`config.mk`:
```
export PLATFORM = sky130hd
export DESIGN_NAME = fpu_ss_mem_tracker_flat
export DESIGN_NICKNAME = d
export VERILOG_FILES = /design/src/rtl/fpu_ss_pkg.sv /design/src/rtl/fpu_ss_mem_tracker_if.sv /design/src/rtl/fpu_ss_mem_tracker.sv /design/src/flat_wrapper.sv
export SDC_FILE = /design/constraint.sdc
export NUM_CORES = 1
export LEC_CHECK = 0
export CAP_MARGIN = 25
export CORE_MARGIN = 2
export CORE_UTILIZATION = 40
export CTS_CLUSTER_DIAMETER = 40
export DETAILED_ROUTE_END_ITERATION = 10
export GPL_TIMING_DRIVEN = 0
export PLACE_DENSITY_LB_ADDON = 0.2
export REMOVE_ABC_BUFFERS = 1
export SLEW_MARGIN = 20
export SYNTH_ARGS = -nofsm -noshare
export SYNTH_HDL_FRONTEND = slang
export SYNTH_SLANG_ARGS = --single-unit
```
`constraint.sdc`:
```
create_clock -name clk_i -period 1.33 [get_ports clk_i]
set_input_delay 0.1995 -clock clk_i [delete_from_list [all_inputs] [get_ports clk_i]]
set_output_delay 0.1995 -clock clk_i [all_outputs]
set_load 0.01 [all_outputs]
```
`src/rtl/fpu_ss_pkg.sv`:
```
// Shared FPU-subsystem types: the X-interface id width and the metadata kept
// for each in-flight memory instruction.
package fpu_ss_pkg;

    localparam int X_ID_WIDTH = 4;

    // Metadata recorded per memory request: issuing id, FP destination, write enable.
    typedef struct packed {
        logic [X_ID_WIDTH-1:0] id;
        logic [4:0]            rd;
        logic                  we;
    } mem_metadata_t;

endpackage

```
`src/rtl/fpu_ss_mem_tracker_if.sv`:
```
// Bundle between the FPU-subsystem controller and the memory-metadata tracker.
// The controller side is the master; the tracker itself is the slave.
interface fpu_ss_mem_tracker_if #(
    parameter int DEPTH = 2
);
    import fpu_ss_pkg::*;

    localparam int CNT_W = $clog2(DEPTH + 1);

    logic                  flush_i;
    logic                  push_valid_i;
    logic                  push_ready_o;
    mem_metadata_t         push_data_i;
    logic                  pop_valid_o;
    logic                  pop_ready_i;
    mem_metadata_t         pop_data_o;
    logic                  x_mem_result_valid_i;
    logic [X_ID_WIDTH-1:0] x_mem_result_id_i;
    logic [CNT_W-1:0]      count_o;
    logic                  underflow_o;
    logic                  id_mismatch_o;

    modport master (
        output flush_i, push_valid_i, push_data_i, pop_ready_i,
               x_mem_result_valid_i, x_mem_result_id_i,
        input  push_ready_o, pop_valid_o, pop_data_o, count_o,
               underflow_o, id_mismatch_o
    );

    modport slave (
        input  flush_i, push_valid_i, push_data_i, pop_ready_i,
               x_mem_result_valid_i, x_mem_result_id_i,
        output push_ready_o, pop_valid_o, pop_data_o, count_o,
               underflow_o, id_mismatch_o
    );

endinterface

```
`src/rtl/fpu_ss_mem_tracker.sv`:
```
// In-order metadata buffer for FPU memory instructions. Each accepted memory
// request pushes {id, rd, we}; each returning result pops the oldest entry.
// Results arriving while empty, or with an id other than the head's, raise
// sticky error flags that only reset clears.
module fpu_ss_mem_tracker #(
    parameter int DEPTH    = 2,
    parameter bit CHECK_ID = 1'b1
) (
    input  logic                 clk_i,
    input  logic                 rst_ni,
    fpu_ss_mem_tracker_if.slave  bus
);
    import fpu_ss_pkg::*;

    localparam int CNT_W = $clog2(DEPTH + 1);
    localparam int PTR_W = (DEPTH > 1) ? $clog2(DEPTH) : 1;

    logic [PTR_W-1:0] wptr_q, wptr_d;
    logic [PTR_W-1:0] rptr_q, rptr_d;
    logic [CNT_W-1:0] cnt_q, cnt_d;
    mem_metadata_t    mem_q [DEPTH];
    logic             underflow_q, underflow_d;
    logic             idMismatch_q, idMismatch_d;

    logic pushReady;
    logic popValid;
    logic doPush;
    logic doPop;

    // Pointers wrap at DEPTH, which need not be a power of two.
    function automatic logic [PTR_W-1:0] ptrInc(input logic [PTR_W-1:0] p);
        if (p == PTR_W'(DEPTH - 1)) begin
            return '0;
        end
        return p + 1'b1;
    endfunction

    assign pushReady = (cnt_q != CNT_W'(DEPTH));
    assign popValid  = (cnt_q != '0);
    assign doPush    = bus.push_valid_i & pushReady;
    assign doPop     = popValid & bus.pop_ready_i;

    assign bus.push_ready_o  = pushReady;
    assign bus.pop_valid_o   = popValid;
    assign bus.pop_data_o    = popValid ? mem_q[rptr_q] : '0;
    assign bus.count_o       = cnt_q;
    assign bus.underflow_o   = underflow_q;
    assign bus.id_mismatch_o = idMismatch_q;

    // Next pointer/occupancy state; a flush wins over any same-cycle push or pop.
    always_comb begin
        wptr_d = wptr_q;
        rptr_d = rptr_q;
        cnt_d  = cnt_q;
        if (bus.flush_i) begin
            wptr_d = '0;
            rptr_d = '0;
            cnt_d  = '0;
        end else begin
            if (doPush) begin
                wptr_d = ptrInc(wptr_q);
            end
            if (doPop) begin
                rptr_d = ptrInc(rptr_q);
            end
            if (doPush && !doPop) begin
                cnt_d = cnt_q + CNT_W'(1);
            end else if (!doPush && doPop) begin
                cnt_d = cnt_q - CNT_W'(1);
            end
        end
    end

    // Underflow is sticky: any pop or result request while empty latches it.
    always_comb begin
        underflow_d = underflow_q;
        if (!popValid && (bus.pop_ready_i || bus.x_mem_result_valid_i)) begin
            underflow_d = 1'b1;
        end
    end

    // Result-id ordering check against the current head, removable by parameter.
    if (CHECK_ID) begin : gIdCheck
        always_comb begin
            idMismatch_d = idMismatch_q;
            if (bus.x_mem_result_valid_i && popValid &&
                (bus.x_mem_result_id_i != bus.pop_data_o.id)) begin
                idMismatch_d = 1'b1;
            end
        end
    end else begin : gNoIdCheck
        assign idMismatch_d = 1'b0;
    end

    // Control and flag registers.
    always_ff @(posedge clk_i or negedge rst_ni) begin
        if (!rst_ni) begin
            wptr_q       <= '0;
            rptr_q       <= '0;
            cnt_q        <= '0;
            underflow_q  <= 1'b0;
            idMismatch_q <= 1'b0;
        end else begin
            wptr_q       <= wptr_d;
            rptr_q       <= rptr_d;
            cnt_q        <= cnt_d;
            underflow_q  <= underflow_d;
            idMismatch_q <= idMismatch_d;
        end
    end

    // Entry storage; written only on an accepted, unflushed push.
    always_ff @(posedge clk_i or negedge rst_ni) begin
        if (!rst_ni) begin
            for (int i = 0; i < DEPTH; i++) begin
                mem_q[i] <= '0;
            end
        end else if (doPush && !bus.flush_i) begin
            mem_q[wptr_q] <= bus.push_data_i;
        end
    end

endmodule

```
`src/flat_wrapper.sv`:
```
// flat-port wrapper written by rule: the top's interface ports become plain ports
module fpu_ss_mem_tracker_flat import fpu_ss_pkg::*;
#(
    parameter int DEPTH    = 2,
    parameter bit CHECK_ID = 1'b1
)
  (clk_i, rst_ni, bus_flush_i, bus_push_valid_i, bus_push_data_i, bus_pop_ready_i, bus_x_mem_result_valid_i, bus_x_mem_result_id_i, bus_push_ready_o, bus_pop_valid_o, bus_pop_data_o, bus_count_o, bus_underflow_o, bus_id_mismatch_o);
  fpu_ss_mem_tracker_if #(.DEPTH(DEPTH)) bus_i ();
  input  logic clk_i;
  input  logic rst_ni;
  input wire logic [$bits(bus_i.flush_i)-1:0] bus_flush_i;
  input wire logic [$bits(bus_i.push_valid_i)-1:0] bus_push_valid_i;
  input wire logic [$bits(bus_i.push_data_i)-1:0] bus_push_data_i;
  input wire logic [$bits(bus_i.pop_ready_i)-1:0] bus_pop_ready_i;
  input wire logic [$bits(bus_i.x_mem_result_valid_i)-1:0] bus_x_mem_result_valid_i;
  input wire logic [$bits(bus_i.x_mem_result_id_i)-1:0] bus_x_mem_result_id_i;
  output wire logic [$bits(bus_i.push_ready_o)-1:0] bus_push_ready_o;
  output wire logic [$bits(bus_i.pop_valid_o)-1:0] bus_pop_valid_o;
  output wire logic [$bits(bus_i.pop_data_o)-1:0] bus_pop_data_o;
  output wire logic [$bits(bus_i.count_o)-1:0] bus_count_o;
  output wire logic [$bits(bus_i.underflow_o)-1:0] bus_underflow_o;
  output wire logic [$bits(bus_i.id_mismatch_o)-1:0] bus_id_mismatch_o;
  assign bus_i.flush_i = bus_flush_i;
  assign bus_i.push_valid_i = bus_push_valid_i;
  assign bus_i.push_data_i = bus_push_data_i;
  assign bus_i.pop_ready_i = bus_pop_ready_i;
  assign bus_i.x_mem_result_valid_i = bus_x_mem_result_valid_i;
  assign bus_i.x_mem_result_id_i = bus_x_mem_result_id_i;
  assign bus_push_ready_o = bus_i.push_ready_o;
  assign bus_pop_valid_o = bus_i.pop_valid_o;
  assign bus_pop_data_o = bus_i.pop_data_o;
  assign bus_count_o = bus_i.count_o;
  assign bus_underflow_o = bus_i.underflow_o;
  assign bus_id_mismatch_o = bus_i.id_mismatch_o;
  fpu_ss_mem_tracker #(.DEPTH(DEPTH), .CHECK_ID(CHECK_ID)) u_core (.clk_i(clk_i), .rst_ni(rst_ni), .bus(bus_i));
endmodule
```
==> results of run 1 <==
## stage by stage
step | std cells | instance area, sq um | hold WS (ns)
2_1_floorplan | 96 | 1220 | -0.0961
3_3_place_gp | 164 | 1620 | 0.454
3_5_place_dp | 164 | 1610 | 0.230
4_1_cts | 194 | 1990 | 0.400
5_1_grt | 194 | 2080 | 0.413
6_report | 194 | 2080 | 0.378
## metal layers
| layer | track usage | vias up | wire length, um |
|---|---|---|---|
| li1 | - | 466 | - |
| met1 | 0.225 | 484 | 1390 |
| met2 | 0.331 | 27 | 1670 |
| met3 | 0.0476 | 5 | 136 |
| met4 | 0.0762 | 0 | 53 |
| met5 | 0 | - | 0 |
## final timing paths
check	from	endpoint	slack, ns
hold reg to reg	u_core.bus.id_mismatch_o	u_core.bus.id_mismatch_o	0.48
min in group clk_i	u_core.bus.id_mismatch_o	u_core.bus.id_mismatch_o	0.48
setup / recovery	u_core.rptr_q	bus_pop_data_o[3]	-0.27
hold / removal	rst_ni	u_core.bus.count_o[1]	0.38
setup reg to reg	u_core.bus.count_o[1]	u_core.bus.id_mismatch_o	-0.23
max in group asynchronous	rst_ni	u_core.rptr_q	0.54
## power groups by stage
stage / Clock, uW / Combinational, uW / Sequential (uW)
floorplan: 0 / 341 / 1070
finish: 552 / 903 / 1100
global placement: 0 / 553 / 1090
CTS: 566 / 789 / 1080
detailed placement: 0 / 567 / 1100
global route: 599 / 966 / 1120
## what timing repair did
item / CTS / global route
setup endpoints to repair: 39 / 36
pin swaps: 9 / 3
hold buffers: 1 / 0
setup buffers: 23 / 3
hold endpoints to repair: 26 / 0
gates resized for setup: 91 / 34
cloned: 2 / 0
## cell type report
type	instances	area, sq um	area share
tap	33	41.3	0.0199
timing repair buffer	60	576	0.277
clock buffer	3	22.5	0.0108
clock inverter	1	30.0	0.0144
inverter	1	6.26	0.00301
sequential	26	654	0.315
multi-input combinational	70	749	0.360
## layout by cell type, fill, tap and decap left out, drive strengths merged, types with 2 or more instances in the layout
master / instances
nand2: 4
clkdlybuf4s50: 18
xor2: 2
clkbuf: 3
mux2: 20
dlygate4sd2: 2
mux2i: 11
dfrtp: 26
nor2: 18
xnor2: 4
buf: 39
nand2b: 2
## kinds of logic after synthesis
family	after synthesis
mux	31
simple gates	27
flops	26
xor+xnor	6
compound gates	5
buf+inv	3
## sequential cells by signal (all words and copies together) (netlist names)
register                  count
u_core.bus.underflow_o        1
u_core.bus.id_mismatch_o      1
u_core.rptr_q                 1
u_core.mem_q                 20
u_core.bus.count_o            2
u_core.wptr_q                 1
==> impl_summary.log, run 1 <==
INFO  metric max_clock_freq = 626 MHz
INFO  metric number_of_global_route_vias_before_repair = 1,034
INFO  metric grt_pass1_wl = 4.80 mm
INFO  metric post_synth_xor_area_fraction = 0.0423
INFO  metric hold_path.class = in -> async
INFO  metric worst-path-buf-inv = 3
INFO  metric cts_tree = built
INFO  metric setup_total_negative_slack = -5.63 ns
INFO  metric timing.final.hold_violations = 0
INFO  metric fin_ws = -0.267 ns
INFO  metric fp.coreArea = 3000 sq um
INFO  metric static-leakage-power = 0.000968 uW
INFO  metric post_synth_fa_ha_maj_area_fraction = 0
INFO  metric postSynth.topFlopCell = dfrtp_1
INFO  metric critical_path.endpoint_type = output pin
INFO  metric post-route-min-period = 1.60 ns
INFO  metric place_worst_setup_slack = -0.817 ns
INFO  metric synth-compound-area-share = 0.0282
INFO  metric routed_via_density = 5.06
INFO  metric power-per-cell-area = 1230 nW/um^2
INFO  metric synth_top_family_by_area = multiplexers
INFO  metric ys_types = 23
INFO  metric ys_async_sr_fraction = 1.00
INFO  metric die-area = 3570 sq um
INFO  metric synth_top_cells_by_count = dfrtp_1, mux2_2, nor2_1
INFO  metric setup.worst_path.start_class = flip-flop
INFO  metric synth_largest_area_cell = dfrtp_1
INFO  metric post_route_cells_drive_above_1_share = 0.534
INFO  metric floorplan.io_pins = 36
INFO  metric antenna_found_initial = 0
INFO  metric cp.required = 1.13 ns
INFO  metric sequentialPowerShare = 0.430
INFO  metric initial_standard_cell_utilization_of_the_core = 0.414
INFO  metric rsz0062_at_grt = yes
INFO  metric timing_worst_setup_path_type = reg -> out
INFO  metric n_fill_cell = 222
INFO  metric n_antenna_cell = 0
INFO  metric areaGrowthSynthToFinish = 67.4%
INFO  metric die-height = 59.7 um
INFO  metric synthCells = 98
INFO  metric routed_wl = 3.25 mm
INFO  metric routed-via-count = 982
INFO  metric synth_area_per_inst = 12.7 sq um
INFO  metric worst_slew_margin_rel = 0.614
INFO  metric power.share.clock = 0.216
INFO  metric critical_path_peak_fanout = 5
INFO  metric period_share = 1.20
INFO  metric placement_rows = 20
INFO  metric muxShareOfSynthArea = 0.270
INFO  metric crit_arrival = 1.40 ns
INFO  metric maximum_number_of_pins_on_one_net_before_global_route_repair = 27
INFO  metric avgRoutedWirePerCell = 16.7 um
INFO  metric synth_sequential_area_ratio = 0.524
INFO  metric numClockSinks = 26
INFO  metric violations = setup timing
INFO  metric clk-insertion-delay-late = 0.34 ns
INFO  metric post_synthesis_sequential_element_count = 26
INFO  metric synth.cell_area = 1240 sq um
INFO  metric detailedRoute.firstIterationViolations = 18
INFO  metric run_status = finished, violations left
INFO  metric gpl.final_weighted_congestion = 0.651
INFO  metric total_power = 2550 uW
INFO  metric power.switching = 701 uW
INFO  metric worst_path_dominant_cell_family = flip-flops
INFO  metric ir_drop = 0.686 mV
INFO  metric ff2ff_path_depth = 8
INFO  metric netlist_top_cells_area = dfrtp_1, mux2_2, mux2i_1
INFO  metric drt_pre_antenna_iters = 4
INFO  metric timing_worst_slew_pin_value = 0.580 ns
INFO  metric cell_internal_pwr = 1850 uW
INFO  metric crit_cells = 5
INFO  metric drc = 0
INFO  metric buffer_ports.inserted = 35
INFO  metric maxSlewViolCount = 0
INFO  metric yosys.area.top_type_share = 0.524
INFO  metric cts_made_buffers = 3
INFO  metric grt_util_all_layers = 0.191
INFO  metric ys.warnings.count = 0
INFO  metric cts.path.max_buffers = 2
INFO  metric yosysMostFrequentCell = dfrtp_1
INFO  metric critPathMaxStageDelay = 0.45 ns
INFO  metric synth_simple_gate_area_frac = 0.118
INFO  metric number_of_flops_mapped_to_enable_cells_by_yosys = 0
INFO  metric timing.critical_path.slowest_stage_cell = dfrtp_2
INFO  metric timing.critical_path.cells = buf_6, buf_12, mux2i_1, nor2_1, buf_2
INFO  metric cts-htree-levels = 1
INFO  metric die_width = 59.7 um
INFO  metric setup_viol_count_final = 34
INFO  metric detailedPlacementHpwl = 1.71 mm
INFO  metric design.final.nets = 182
INFO  metric fin_worst_skew = 0.00603 ns
INFO  metric final_core_utilization = 0.693
INFO  metric postRouteAntennaNets = 0
INFO  metric clk_root_buffer_cell = clkbuf_4
INFO  metric grt.overflow.total = 0
INFO  metric combinationalPowerShare = 0.354
INFO  metric timing.max_cap.violations = 0
INFO  metric netSwitchingFraction = 0.275
INFO  metric cts.reportedPaths.clkPinSlew = 0.14 ns
(Power assumes the default switching activity.)
==> run 2, diff against run 1 <==
--- a/config.mk
+++ b/config.mk
@@ -7,7 +7,7 @@
 export LEC_CHECK = 0
 export CAP_MARGIN = 25
 export CORE_MARGIN = 2
-export CORE_UTILIZATION = 40
+export CORE_UTILIZATION = 42
 export CTS_CLUSTER_DIAMETER = 40
 export DETAILED_ROUTE_END_ITERATION = 10
 export GPL_TIMING_DRIVEN = 0
==> impl_summary.log, run 2 (synthesis gave the netlist of run 1 again) <==
INFO  metric clk_root_buffer_cell = clkbuf_4
INFO  metric timing_worst_slew_pin_value = 0.593 ns
INFO  metric cts.path.max_buffers = 2
INFO  metric r2r_setup_slack = -0.20 ns
INFO  metric sequentialPowerShare = 0.475
INFO  metric buffer_ports.inserted = 35
INFO  metric final_cell_area = 1980 sq um
INFO  metric ff2ff_path_depth = 6
INFO  metric final_cells = 189
INFO  metric fp.coreArea = 2780 sq um
INFO  metric static-leakage-power = 0.000925 uW
INFO  metric cell_internal_pwr = 1660 uW
INFO  metric routed_via_density = 5.15
INFO  metric cts-hold-fix-buffers = 0
INFO  metric detailedRoute.firstIterationViolations = 22
INFO  metric final_cell_mix = dfrtp_1, mux2_4, clkdlybuf4s50_1, nor2_1, buf_6
INFO  metric maxSlewViolCount = 0
INFO  metric critPathMaxStageDelay = 0.45 ns
INFO  metric layout_commonest_cell = dfrtp_1
INFO  metric design.final.nets = 179
INFO  metric grt_pass1_wl = 4.57 mm
INFO  metric gpl.final_weighted_congestion = 0.713
INFO  metric grt_util_all_layers = 0.181
INFO  metric cts.reportedPaths.clkPinSlew = 0.15 ns
INFO  metric timing.final.hold_violations = 0
INFO  metric period_share = 1.15
INFO  metric maximum_number_of_pins_on_one_net_before_global_route_repair = 16
INFO  metric clk-insertion-delay-late = 0.33 ns
INFO  metric critPathLaunch = u_core.bus.count_o[0]
INFO  metric setup.worst_path.start_class = flip-flop
INFO  metric crit_arrival = 1.75 ns
INFO  metric detailedPlacementHpwl = 1.82 mm
INFO  metric drc = 0
INFO  metric timing.critical_path.cells = buf_6, nand2b_4, nand2_4, nor3_4, buf_12, mux2_4
INFO  metric die_width = 58.4 um
INFO  metric avgRoutedWirePerCell = 16.6 um
INFO  metric combinationalPowerShare = 0.349
INFO  metric floorplan.io_pins = 36
INFO  metric critical_path_peak_fanout = 7
INFO  metric cts_tree = built
INFO  metric number_of_global_route_vias_before_repair = 1,004
INFO  metric initial_standard_cell_utilization_of_the_core = 0.447
INFO  metric cts-htree-levels = 1
INFO  metric setup_total_negative_slack = -5.36 ns
INFO  metric setup_viol_count_final = 37
INFO  metric power-per-cell-area = 1170 nW/um^2
INFO  metric timing_worst_setup_path_type = reg -> reg
INFO  metric routed_wl = 3.13 mm
INFO  metric power.switching = 654 uW
INFO  metric post-route-min-period = 1.53 ns
INFO  metric cp.required = 1.55 ns
INFO  metric post_route_cells_drive_above_1_share = 0.494
INFO  metric rr_endpoint = u_core.mem_q[19]
INFO  metric max_clock_freq = 653 MHz
INFO  metric fin_worst_skew = 0.0113 ns
INFO  metric routed-via-count = 974
INFO  metric critical_path.endpoint_type = flip-flop
INFO  metric antenna_found_initial = 0
INFO  metric drt_pre_antenna_iters = 4
INFO  metric timing.max_cap.violations = 0
INFO  metric grt.overflow.total = 0
INFO  metric n_antenna_cell = 0
INFO  metric cts_made_buffers = 3
INFO  metric hold_path.class = in -> async
INFO  metric postRouteAntennaNets = 0
INFO  metric place_worst_setup_slack = -0.751 ns
INFO  metric regToRegStartpoint = u_core.bus.count_o[0]
INFO  metric largest_register_ffs = 20
INFO  metric areaGrowthSynthToFinish = 59.6%
INFO  metric ir_drop = 0.950 mV
INFO  metric fin_ws = -0.201 ns
INFO  metric regMostFlops = u_core.mem_q
INFO  metric die-height = 58.4 um
INFO  metric die-area = 3410 sq um
INFO  metric run_status = finished, violations left
INFO  metric netSwitchingFraction = 0.283
INFO  metric placement_rows = 19
INFO  metric power.share.clock = 0.176
INFO  metric timing.critical_path.slowest_stage_cell = dfrtp_2
INFO  metric numClockSinks = 26
INFO  metric dpl-instance-area = 1630 sq um
INFO  metric violations = setup timing
INFO  metric dpl.cell_count = 163
INFO  metric finalHoldWorstSlack = 0.224 ns
INFO  metric worstSetupEndpoint = u_core.mem_q[19]
INFO  metric worst_slew_margin_rel = 0.603
INFO  metric rsz0062_at_grt = yes
[run 2: power by group through the flow]
stage	clock, uW	combinational, uW	sequential, uW
2_1_floorplan	0	341	1070
3_3_place_gp	0	550	1080
4_1_cts	411	716	1080
3_5_place_dp	0	574	1100
6_report	406	808	1100
5_1_grt	439	867	1120
[run 2: metal layers]
| metal | part of all wire | up-vias | GRT usage | routed length (um) |
|---|---|---|---|---|
| met2 | 0.54 | 25 | 0.337 | 1690 |
| met5 | 0 | - | 0 | 0 |
| met1 | 0.40 | 485 | 0.206 | 1260 |
| met4 | 0.014 | 0 | 0.0698 | 43 |
| met3 | 0.047 | 7 | 0.0286 | 146 |
| li1 | - | 457 | - | - |
[run 2: how the worst min path moves through the flow]
stage                          endpoint  slack, ns                startpoint  cells past startpoint
2_1_floorplan     u_core.bus.count_o[0]       -0.1                    rst_ni                      0
3_3_place_gp   u_core.bus.id_mismatch_o       0.45  u_core.bus.id_mismatch_o                      1
3_5_place_dp   u_core.bus.id_mismatch_o       0.47  u_core.bus.id_mismatch_o                      1
4_1_cts                u_core.mem_q[18]       0.23                    rst_ni                      1
5_1_grt                u_core.mem_q[18]       0.25                    rst_ni                      1
6_report               u_core.mem_q[18]       0.22                    rst_ni                      1
[run 2: through the flow]
| step | util | total power, uW |
|---|---|---|
| global placement | 0.580 | 1630 |
| floorplan | - | 1410 |
| finish | 0.713 | 2310 |
| detailed placement | 0.585 | 1680 |
| CTS | 0.673 | 2200 |
| global route | 0.713 | 2420 |
[run 2: area by class of cell]
type | instances | area [sq um]
clock buffer | 4 | 36.3
fill | 208 | 798
inverter | 1 | 8.76
multi-input combinational | 70 | 708
sequential | 26 | 654
tap | 31 | 38.8
timing repair buffer | 57 | 537
[run 2: what timing repair did]
| item | 4_1_cts | 5_1_grt |
|---|---|---|
| cloned | 0 | 1 |
| endpoints found under the setup margin | 39 | 37 |
| setup buffers | 18 | 3 |
| pin swaps | 10 | 10 |
| resized for setup | 85 | 22 |
| hold endpoints to repair | 0 | 0 |
[run 2: worst max-delay path, delay by kind of cell (launching register included)]
kind	cells	cell delay, ns
buf+inv	2	0.28
flops	1	0.45
mux	1	0.30
simple gates	3	0.40
==> run 3, diff against run 2 <==
--- a/config.mk
+++ b/config.mk
@@ -6,12 +6,12 @@
 export NUM_CORES = 1
 export LEC_CHECK = 0
 export CAP_MARGIN = 25
-export CORE_MARGIN = 2
 export CORE_UTILIZATION = 42
 export CTS_CLUSTER_DIAMETER = 40
 export DETAILED_ROUTE_END_ITERATION = 10
 export GPL_TIMING_DRIVEN = 0
 export PLACE_DENSITY_LB_ADDON = 0.2
+export RECOVER_POWER = 25
 export REMOVE_ABC_BUFFERS = 1
 export SLEW_MARGIN = 20
 export SYNTH_ARGS = -nofsm -noshare
==> impl_summary.log, run 3 (synthesis gave the netlist of run 1 again) <==
INFO  metric run_status = finished, violations left
INFO  metric violations = setup timing
INFO  metric grt_util_all_layers = 0.199
INFO  metric ff2ff_path_depth = 7
INFO  metric hold_path.class = in -> async
INFO  metric final_cell_area = 1950 sq um
INFO  metric cp.required = 1.56 ns
INFO  metric crit_cells = 7
INFO  metric postRouteAntennaNets = 0
INFO  metric cts_made_buffers = 3
INFO  metric drt_pre_antenna_iters = 4
INFO  metric drc = 0
INFO  metric grt_pass1_wl = 4.84 mm
INFO  metric period_share = 1.20
INFO  metric post-route-min-period = 1.60 ns
INFO  metric final_core_utilization = 0.700
INFO  metric seqCellArea = 657 sq um
INFO  metric maximum_number_of_pins_on_one_net_before_global_route_repair = 27
INFO  metric cts_tree = built
INFO  metric routed-via-count = 981
INFO  metric design.final.nets = 179
INFO  metric max_clock_freq = 626 MHz
INFO  metric timing_worst_setup_path_type = reg -> reg
INFO  metric timing.critical_path.slowest_stage_cell = dfrtp_4
INFO  metric fp.coreArea = 2780 sq um
INFO  metric worst_path_dominant_cell_family = flip-flops
INFO  metric n_fill_cell = 205
INFO  metric avgRoutedWirePerCell = 14.7 um
INFO  metric power-per-cell-area = 1210 nW/um^2
INFO  metric clk_root_buffer_cell = clkbuf_4
INFO  metric routed_via_density = 5.19
INFO  metric worst_slew_margin_rel = 0.568
INFO  metric multi_input_comb_area = 674 sq um
INFO  metric die_width = 56.4 um
INFO  metric routed_wl = 2.79 mm
INFO  metric timing.critical_path.cells = buf_6, mux2i_1, nor2_1, buf_4, xnor2_2, nand4_1, a31o_1
INFO  metric placement_rows = 19
INFO  metric largest_register_ffs = 20
INFO  metric gpl.final_weighted_congestion = 0.681
INFO  metric cts-htree-levels = 1
INFO  metric setup_total_negative_slack = -4.33 ns
INFO  metric static-leakage-power = 0.000885 uW
INFO  metric setup_viol_count_final = 33
INFO  metric ir_drop = 1.08 mV
INFO  metric worst-path-buf-inv = 2
INFO  metric setup.worst_path.start_class = flip-flop
INFO  metric critical_path_peak_fanout = 5
INFO  metric areaGrowthSynthToFinish = 56.7%
INFO  metric timing.final.hold_violations = 0
INFO  metric crit_arrival = 1.83 ns
INFO  metric numClockSinks = 26
INFO  metric clk-insertion-delay-late = 0.32 ns
INFO  metric n_antenna_cell = 0
INFO  metric post_route_cells_drive_above_1_share = 0.494
INFO  metric buffer_ports.inserted = 35
INFO  metric maxSlewViolCount = 0
INFO  metric timing.max_cap.violations = 0
INFO  metric detailedRoute.firstIterationViolations = 20
INFO  metric die-area = 3180 sq um
INFO  metric fin_ws = -0.268 ns
INFO  metric antenna_found_initial = 0
INFO  metric regMostFlops = u_core.mem_q
INFO  metric floorplan.io_pins = 36
INFO  metric layout_commonest_cell = dfrtp_1
INFO  metric cts.reportedPaths.clkPinSlew = 0.15 ns
INFO  metric dpl-instance-area = 1610 sq um
INFO  metric timing_worst_slew_pin_value = 0.647 ns
INFO  metric total_power = 2360 uW
INFO  metric critPathMaxStageDelay = 0.51 ns
INFO  metric critical_path.endpoint_type = flip-flop
INFO  metric fin_worst_skew = 0.0132 ns
INFO  metric initial_standard_cell_utilization_of_the_core = 0.447
INFO  metric final_cell_mix = dfrtp_1, clkdlybuf4s50_1, nor2_1, buf_6, buf_2
INFO  metric rsz0062_at_grt = yes
INFO  metric cts.path.max_buffers = 2
INFO  metric number_of_global_route_vias_before_repair = 1,007
INFO  metric grt.overflow.total = 0
INFO  metric die-height = 56.4 um
[run 3: changes by cell type in the layout (fill, tap and decap cells not counted), sizes merged]
cell,before,now
dlygate4sd3,0,1
clkbuf,5,4
clkdlybuf4s50,19,18
bufinv,0,1
[run 3: worst paths after layout]
path	startpoint	endpoint	slack [ns]
max reg2reg	u_core.rptr_q	u_core.bus.id_mismatch_o	-0.27
max in group asynchronous	rst_ni	u_core.rptr_q	0.43
max	u_core.rptr_q	u_core.bus.id_mismatch_o	-0.27
min	rst_ni	u_core.bus.id_mismatch_o	0.42
min reg2reg	u_core.bus.underflow_o	u_core.bus.underflow_o	0.48
min in group clk_i	u_core.bus.underflow_o	u_core.bus.underflow_o	0.48
[run 3: repair_timing]
item / 4_1_cts / 5_1_grt
buffers inserted: 21 / 2
resized for setup: 93 / 7
hold endpoints to repair: 26 / 0
gates cloned: 1 / 0
pin swaps: 10 / 7
hold buffers: 1 / 0
setup endpoints to repair: 39 / 35
[run 3: cell type report]
type / instances / share of cell area
Multi-Input combinational cell: 70 / 0.346
Sequential cell: 26 / 0.337
Timing Repair Buffer: 57 / 0.266
Tap cell: 31 / 0.0199
Clock inverter: 1 / 0.0154
Clock buffer: 3 / 0.0116
Inverter: 1 / 0.00321
[run 3: metal layers]
layer  wire [um]  GRT usage
met5           0          0
met4          21     0.0627
met3         153     0.0300
met2        1350      0.330
met1        1260      0.270
[run 3: where the power goes]
part | internal (uW) | total (uW) | switching [uW] | leakage, uW
logic | 463 | 743 | 279 | 0.000554
clock network | 305 | 537 | 232 | 0.0000279
registers | 974 | 1080 | 110 | 0.000303
[run 3: stage by stage]
stage | hold WS (ns) | worst slack (ns) | std cells
after floorplan | -0.0961 | -0.337 | 96
after global placement | 0.451 | -0.763 | 162
after detailed placement | 0.234 | -0.768 | 162
after CTS | 0.395 | -0.272 | 188
after global routing | 0.470 | -0.333 | 189
final | 0.415 | -0.268 | 189
